**config.mk**
```make
export PLATFORM = sky130hd
export DESIGN_NAME = fetch_stage
export DESIGN_NICKNAME = d
export VERILOG_FILES = /design/src/rtl/core_pkg.sv /design/src/rtl/if_id_reg.sv /design/src/rtl/fetch_stage.sv
export SDC_FILE = /design/constraint.sdc
export NUM_CORES = 1
export LEC_CHECK = 0
export ABC_AREA = 1
export CAP_MARGIN = 25
export CORE_MARGIN = 10
export CORE_UTILIZATION = 50
export CTS_BUF_LIST = sky130_fd_sc_hd__clkbuf_8
export CTS_CLUSTER_SIZE = 30
export DETAILED_ROUTE_END_ITERATION = 10
export PLACE_DENSITY = 0.95
export SYNTH_ARGS = -nofsm -noshare
export SYNTH_HDL_FRONTEND = slang
export SYNTH_SLANG_ARGS = --single-unit
```
**constraint.sdc**
```tcl
create_clock -name clk -period 2.3 [get_ports clk]
set_input_delay 0.345 -clock clk [delete_from_list [all_inputs] [get_ports clk]]
set_output_delay 0.345 -clock clk [all_outputs]
set_load 0.01 [all_outputs]
```
**src/rtl/core_pkg.sv**
```systemverilog
// Shared core constants, opcode encodings and pipeline-register payload types.
package core_pkg;

  localparam int unsigned XLEN        = 32;
  localparam int unsigned ILEN        = 32;
  localparam int unsigned INSTR_BYTES = 4;

  localparam logic [XLEN-1:0] RESET_PC  = XLEN'(32'h0000_0000);
  localparam logic [ILEN-1:0] NOP_INSTR = ILEN'(32'h0000_0013);

  localparam logic [6:0] OP_LOAD   = 7'b000_0011;
  localparam logic [6:0] OP_IMM    = 7'b001_0011;
  localparam logic [6:0] OP_AUIPC  = 7'b001_0111;
  localparam logic [6:0] OP_STORE  = 7'b010_0011;
  localparam logic [6:0] OP_REG    = 7'b011_0011;
  localparam logic [6:0] OP_LUI    = 7'b011_0111;
  localparam logic [6:0] OP_BRANCH = 7'b110_0011;
  localparam logic [6:0] OP_JALR   = 7'b110_0111;
  localparam logic [6:0] OP_JAL    = 7'b110_1111;
  localparam logic [6:0] OP_SYSTEM = 7'b111_0011;

  typedef struct packed {
    logic [XLEN-1:0] pc;
    logic [XLEN-1:0] pc_plus4;
    logic [ILEN-1:0] instr;
    logic            valid;
  } if_id_t;

  localparam int unsigned IF_ID_W = $bits(if_id_t);

  localparam if_id_t IF_ID_BUBBLE = '{
    pc:       '0,
    pc_plus4: '0,
    instr:    NOP_INSTR,
    valid:    1'b0
  };

endpackage

```
**src/rtl/if_id_reg.sv**
```systemverilog
// Generic pipeline register: reset/flush load a bubble, stall holds, otherwise capture.
module if_id_reg #(
  parameter int unsigned   W      = 1,
  parameter logic [W-1:0]  BUBBLE = '0
) (
  input  logic         clk,
  input  logic         reset,
  input  logic         stall_i,
  input  logic         flush_i,
  input  logic [W-1:0] data_i,
  output logic [W-1:0] data_o
);

  logic [W-1:0] data_q;

  // Flush beats stall so a squashed slot never lingers during a hazard hold.
  always_ff @(posedge clk) begin
    if (reset || flush_i) begin
      data_q <= BUBBLE;
    end else if (!stall_i) begin
      data_q <= data_i;
    end
  end

  assign data_o = data_q;

endmodule

```
**src/rtl/fetch_stage.sv**
```systemverilog
// Instruction fetch: PC register, next-PC selection and the IF/ID pipeline register.
module fetch_stage
  import core_pkg::*;
(
  input  logic            clk,
  input  logic            reset,
  input  logic            stall,
  input  logic            flush,
  input  logic            branch_taken,
  input  logic [XLEN-1:0] branch_target,
  output logic [XLEN-1:0] imem_addr,
  input  logic [ILEN-1:0] imem_rdata,
  output logic [XLEN-1:0] if_id_pc,
  output logic [XLEN-1:0] if_id_pc_plus4,
  output logic [ILEN-1:0] if_id_instruction,
  output logic            if_id_valid
);

  localparam logic [XLEN-1:0] ALIGN_MASK = ~XLEN'(3);

  logic [XLEN-1:0] pc_q;
  logic [XLEN-1:0] pc_d;
  logic [XLEN-1:0] pc_plus4;
  logic            flush_any;
  if_id_t          fetch_d;
  if_id_t          if_id_q;

  assign pc_plus4 = pc_q + XLEN'(INSTR_BYTES);

  // Redirect wins over stall; the target is forced word-aligned.
  always_comb begin
    pc_d = pc_q;
    if (branch_taken) begin
      pc_d = branch_target & ALIGN_MASK;
    end else if (!stall) begin
      pc_d = pc_plus4;
    end
  end

  always_ff @(posedge clk) begin
    if (reset) begin
      pc_q <= RESET_PC;
    end else begin
      pc_q <= pc_d;
    end
  end

  assign imem_addr = pc_q;

  always_comb begin
    fetch_d          = IF_ID_BUBBLE;
    fetch_d.pc       = pc_q;
    fetch_d.pc_plus4 = pc_plus4;
    fetch_d.instr    = imem_rdata;
    fetch_d.valid    = 1'b1;
  end

  // A taken redirect squashes the wrong-path word fetched this cycle.
  assign flush_any = flush | branch_taken;

  if_id_reg #(
    .W      (IF_ID_W),
    .BUBBLE (IF_ID_BUBBLE)
  ) u_if_id_reg (
    .clk     (clk),
    .reset   (reset),
    .stall_i (stall),
    .flush_i (flush_any),
    .data_i  (fetch_d),
    .data_o  (if_id_q)
  );

  assign if_id_pc          = if_id_q.pc;
  assign if_id_pc_plus4    = if_id_q.pc_plus4;
  assign if_id_instruction = if_id_q.instr;
  assign if_id_valid       = if_id_q.valid;

endmodule
```
==> impl_metrics.csv <==
group,metric,value,unit
status,status,"completed",
placement,place_hpwl,13000,um
global_routing,antenna_found_initial,0,
global_routing,grt_pass1_vias,5630,
detailed_routing,dr.first_iter.drc_count,659,
worst_hold_path,hold_path_class,"input pin to flop",
detailed_routing,drc_errors,0,
floorplanning,start_util,51.5,%
timing,rsz0062_at_grt,"false",
setup_path,crit_path_start_kind,"flop",
logic_synthesis,ys_warn_count,0,
clock_tree,cts_made_buffers,17,
clock_tree,root_buffer,"clkbuf_8",
timing,min_period,1920,ps
layout,n_antenna_cell,0,
clock_tree,cts_sinks,123,
placement,placed_cell_area,7320,sq um
timing,worstMarginPinSlew,560,ps
timing,post-route-period-util,83.6,%
setup_path,critPathArrivalTime,1580,ps
logic_synthesis,syn_area_per_cell,7.00,sq um
clock_tree,cts_resized,0,
layout,final_common_cell,"nand2_1",
timing,fin_worst_skew,7.51,ps
clock_tree,path_clk_slew,70,ps
clock_tree,cts-hold-fix-buffers,0,
layout,finalNetCount,1009,
detailed_routing,num_vias,5803,
placement,portBuffers,189,
setup_path,crit_family,"buffers and inverters",
timing,finalHoldViolCount,0,
placement,gp_congestion,0.956,
clock_tree,clock_tree.buffer_depth,2,
pwr,vdd_drop_max,0.371,mV
logic_synthesis,synthesis.area,5340,sq um
clock_tree,cts_setup_buffers,0,
setup_path,cpPeakStageDelay,610,ps
setup_path,worst-path-buf-inv,1,
logic_synthesis,synth-seq-area-share,46.1,%
setup_path,cpMaxStageDelayCell,"clkdlybuf4s50_1",
floorplanning,row_count,37,
detailed_routing,postRouteAntennaNets,0,
layout,stdcell_count,1088,
global_routing,track_usage,23.9,%
setup_path,path_cells,"clkdlybuf4s50_1",
global_routing,overflow,0,
layout,synthToLayoutAreaGrowth,44.9,%
placement,dp.cells,1056,
floorplanning,core,10400,sq um
clock_tree,cts_tree,"done",
clock_tree,cts.htree.levels,4,
timing,final_max_slew_viol_count,0,
floorplanning,dieHeight,123,um
layout,fin_area,7740,sq um
detailed_routing,routed_via_density,5.33,
setup_path,cp.required,1960,ps
logic_synthesis,ys_types,32,
detailed_routing,routed_wirelength,18300,um
setup_path,path_class,"flop to output port",
detailed_routing,wl_per_cell,16.8,um
global_routing,grt_first_pass_wirelength,29000,um
pwr,p_leak,0.00291,uW
setup_path,end_kind,"output port",
setup_path,critPathMaxFanout,6,
timing,fmax,0.520,GHz
global_routing,grt_max_degree,126,
layout,drive_above_1_share,7.14,%
floorplanning,dieArea,15200,sq um
logic_synthesis,ys_ff_latch,123,
floorplanning,chipWidth,123,um
timing,slew_headroom,62.7,%
pwr,p_per_area,628,nW/um^2
detailed_routing,dr.pass1.iters,7,
timing,setup-tns-final,0,ps
logic_synthesis,syn_inst,763,
layout,final_cell_mix,"nand2_1 (222), clkdlybuf4s50_1 (188), dfxtp_1 (123)",
clock_tree,clk_latency,430,ps
job,cap_violations,0,
layout,nFillCells,762,
timing,setup_viol,0,
floorplanning,ios,198,
-- Yosys cell counts --
cell type,number,area share (%)
dfxtp_1,123,46
and2_1,2,0.23
clkbuf_1,24,1.7
nand4_1,2,0.23
nand2_2,2,0.23
inv_1,49,3.4
nand2_1,222,16
buf_1,1,0.070
o21ai_2,1,0.16
or2_2,1,0.12
nor3b_1,1,0.14
nor2_4,8,1.7
a31oi_1,4,0.47
o21ai_0,41,3.8
nand3_1,41,3.8
a22o_1,3,0.49
o21ai_1,11,1.0
a21oi_2,1,0.16
o211ai_1,1,0.14
nor2_8,1,0.37
ha_1,1,0.23
inv_2,3,0.21
nor2_2,3,0.35
xor2_1,1,0.16
nor2_1,89,6.3
buf_2,16,1.5
nand2_4,3,0.63
conb_1,1,0.070
a21oi_1,98,9.2
buf_4,7,0.98
nor3_1,1,0.094
xor2_2,1,0.30
-- path summary, 6_finish.rpt --
kind / start / end / slack (ps) / depth (start not counted)
hold / removal: stall / u_if_id_reg.data_o[78]$_SDFFE_PP0N_ / 320 / 4
setup reg to reg: imem_addr[3]$_SDFFE_PP0P_ / imem_addr[16]$_SDFFE_PP0P_ / 550 / 9
setup / recovery: imem_addr[15]$_SDFFE_PP0P_ / imem_addr[15] / 380 / 1
hold reg to reg: u_if_id_reg.data_o[9]$_SDFFE_PP0N_ / u_if_id_reg.data_o[9]$_SDFFE_PP0N_ / 460 / 2
-- kinds of logic after synthesis --
| family | count (synthesis) | synth area share [%] |
|---|---|---|
| AOI/OAI and AO/OA | 160 | 15.5 |
| xor gates and xnor gates | 2 | 0.468 |
| adders and majority gates | 1 | 0.234 |
| buffers and inverters | 100 | 7.89 |
| DFF | 123 | 46.1 |
| other | 1 | 0.0702 |
| and+or+nand+nor | 376 | 29.8 |
-- area by class of cell --
class / instances / area (sq um) / area share [%]
multi-input cells: 545 / 2480 / 32.0
clock buffers: 19 / 262 / 3.38
well taps: 136 / 170 / 2.20
flip-flops and latches: 123 / 2460 / 31.8
inverters: 52 / 195 / 2.52
repair buffers: 200 / 2010 / 25.9
clock inverters: 13 / 166 / 2.15
-- metal layers --
layer  global-route usage, %  vias to the layer above  share of wire (%)
met5                       0                        -                  0
met4                    10.1                        0                4.1
met3                    11.2                       76                 13
met2                    37.8                      350                 45
met1                    27.1                     2593                 37
li1                        -                     2784                  -
-- power by group --
part | internal [uW] | switching [uW] | total [uW]
sequential | 2180 | 59.7 | 2240
combinational | 276 | 303 | 579
clock | 1130 | 909 | 2040
-- registers in the layout, summed over array words and instances, names as in the netlist --
signal / count
imem_addr: 30
u_if_id_reg.data_o: 93
-- per-stage QoR --
stage | total power, uW | utilization (%) | setup slack (ps) | hold slack (ps)
2_1_floorplan | 2550 | - | 880 | 451
3_3_place_gp | 2840 | 70.5 | 286 | 450
3_5_place_dp | 2860 | 70.5 | 235 | 455
4_1_cts | 4880 | 74.7 | 355 | 306
5_1_grt | 5020 | 74.7 | 330 | 333
6_report | 4860 | 74.7 | 377 | 321
No activity file was read; power rests on OpenSTA's default activity.
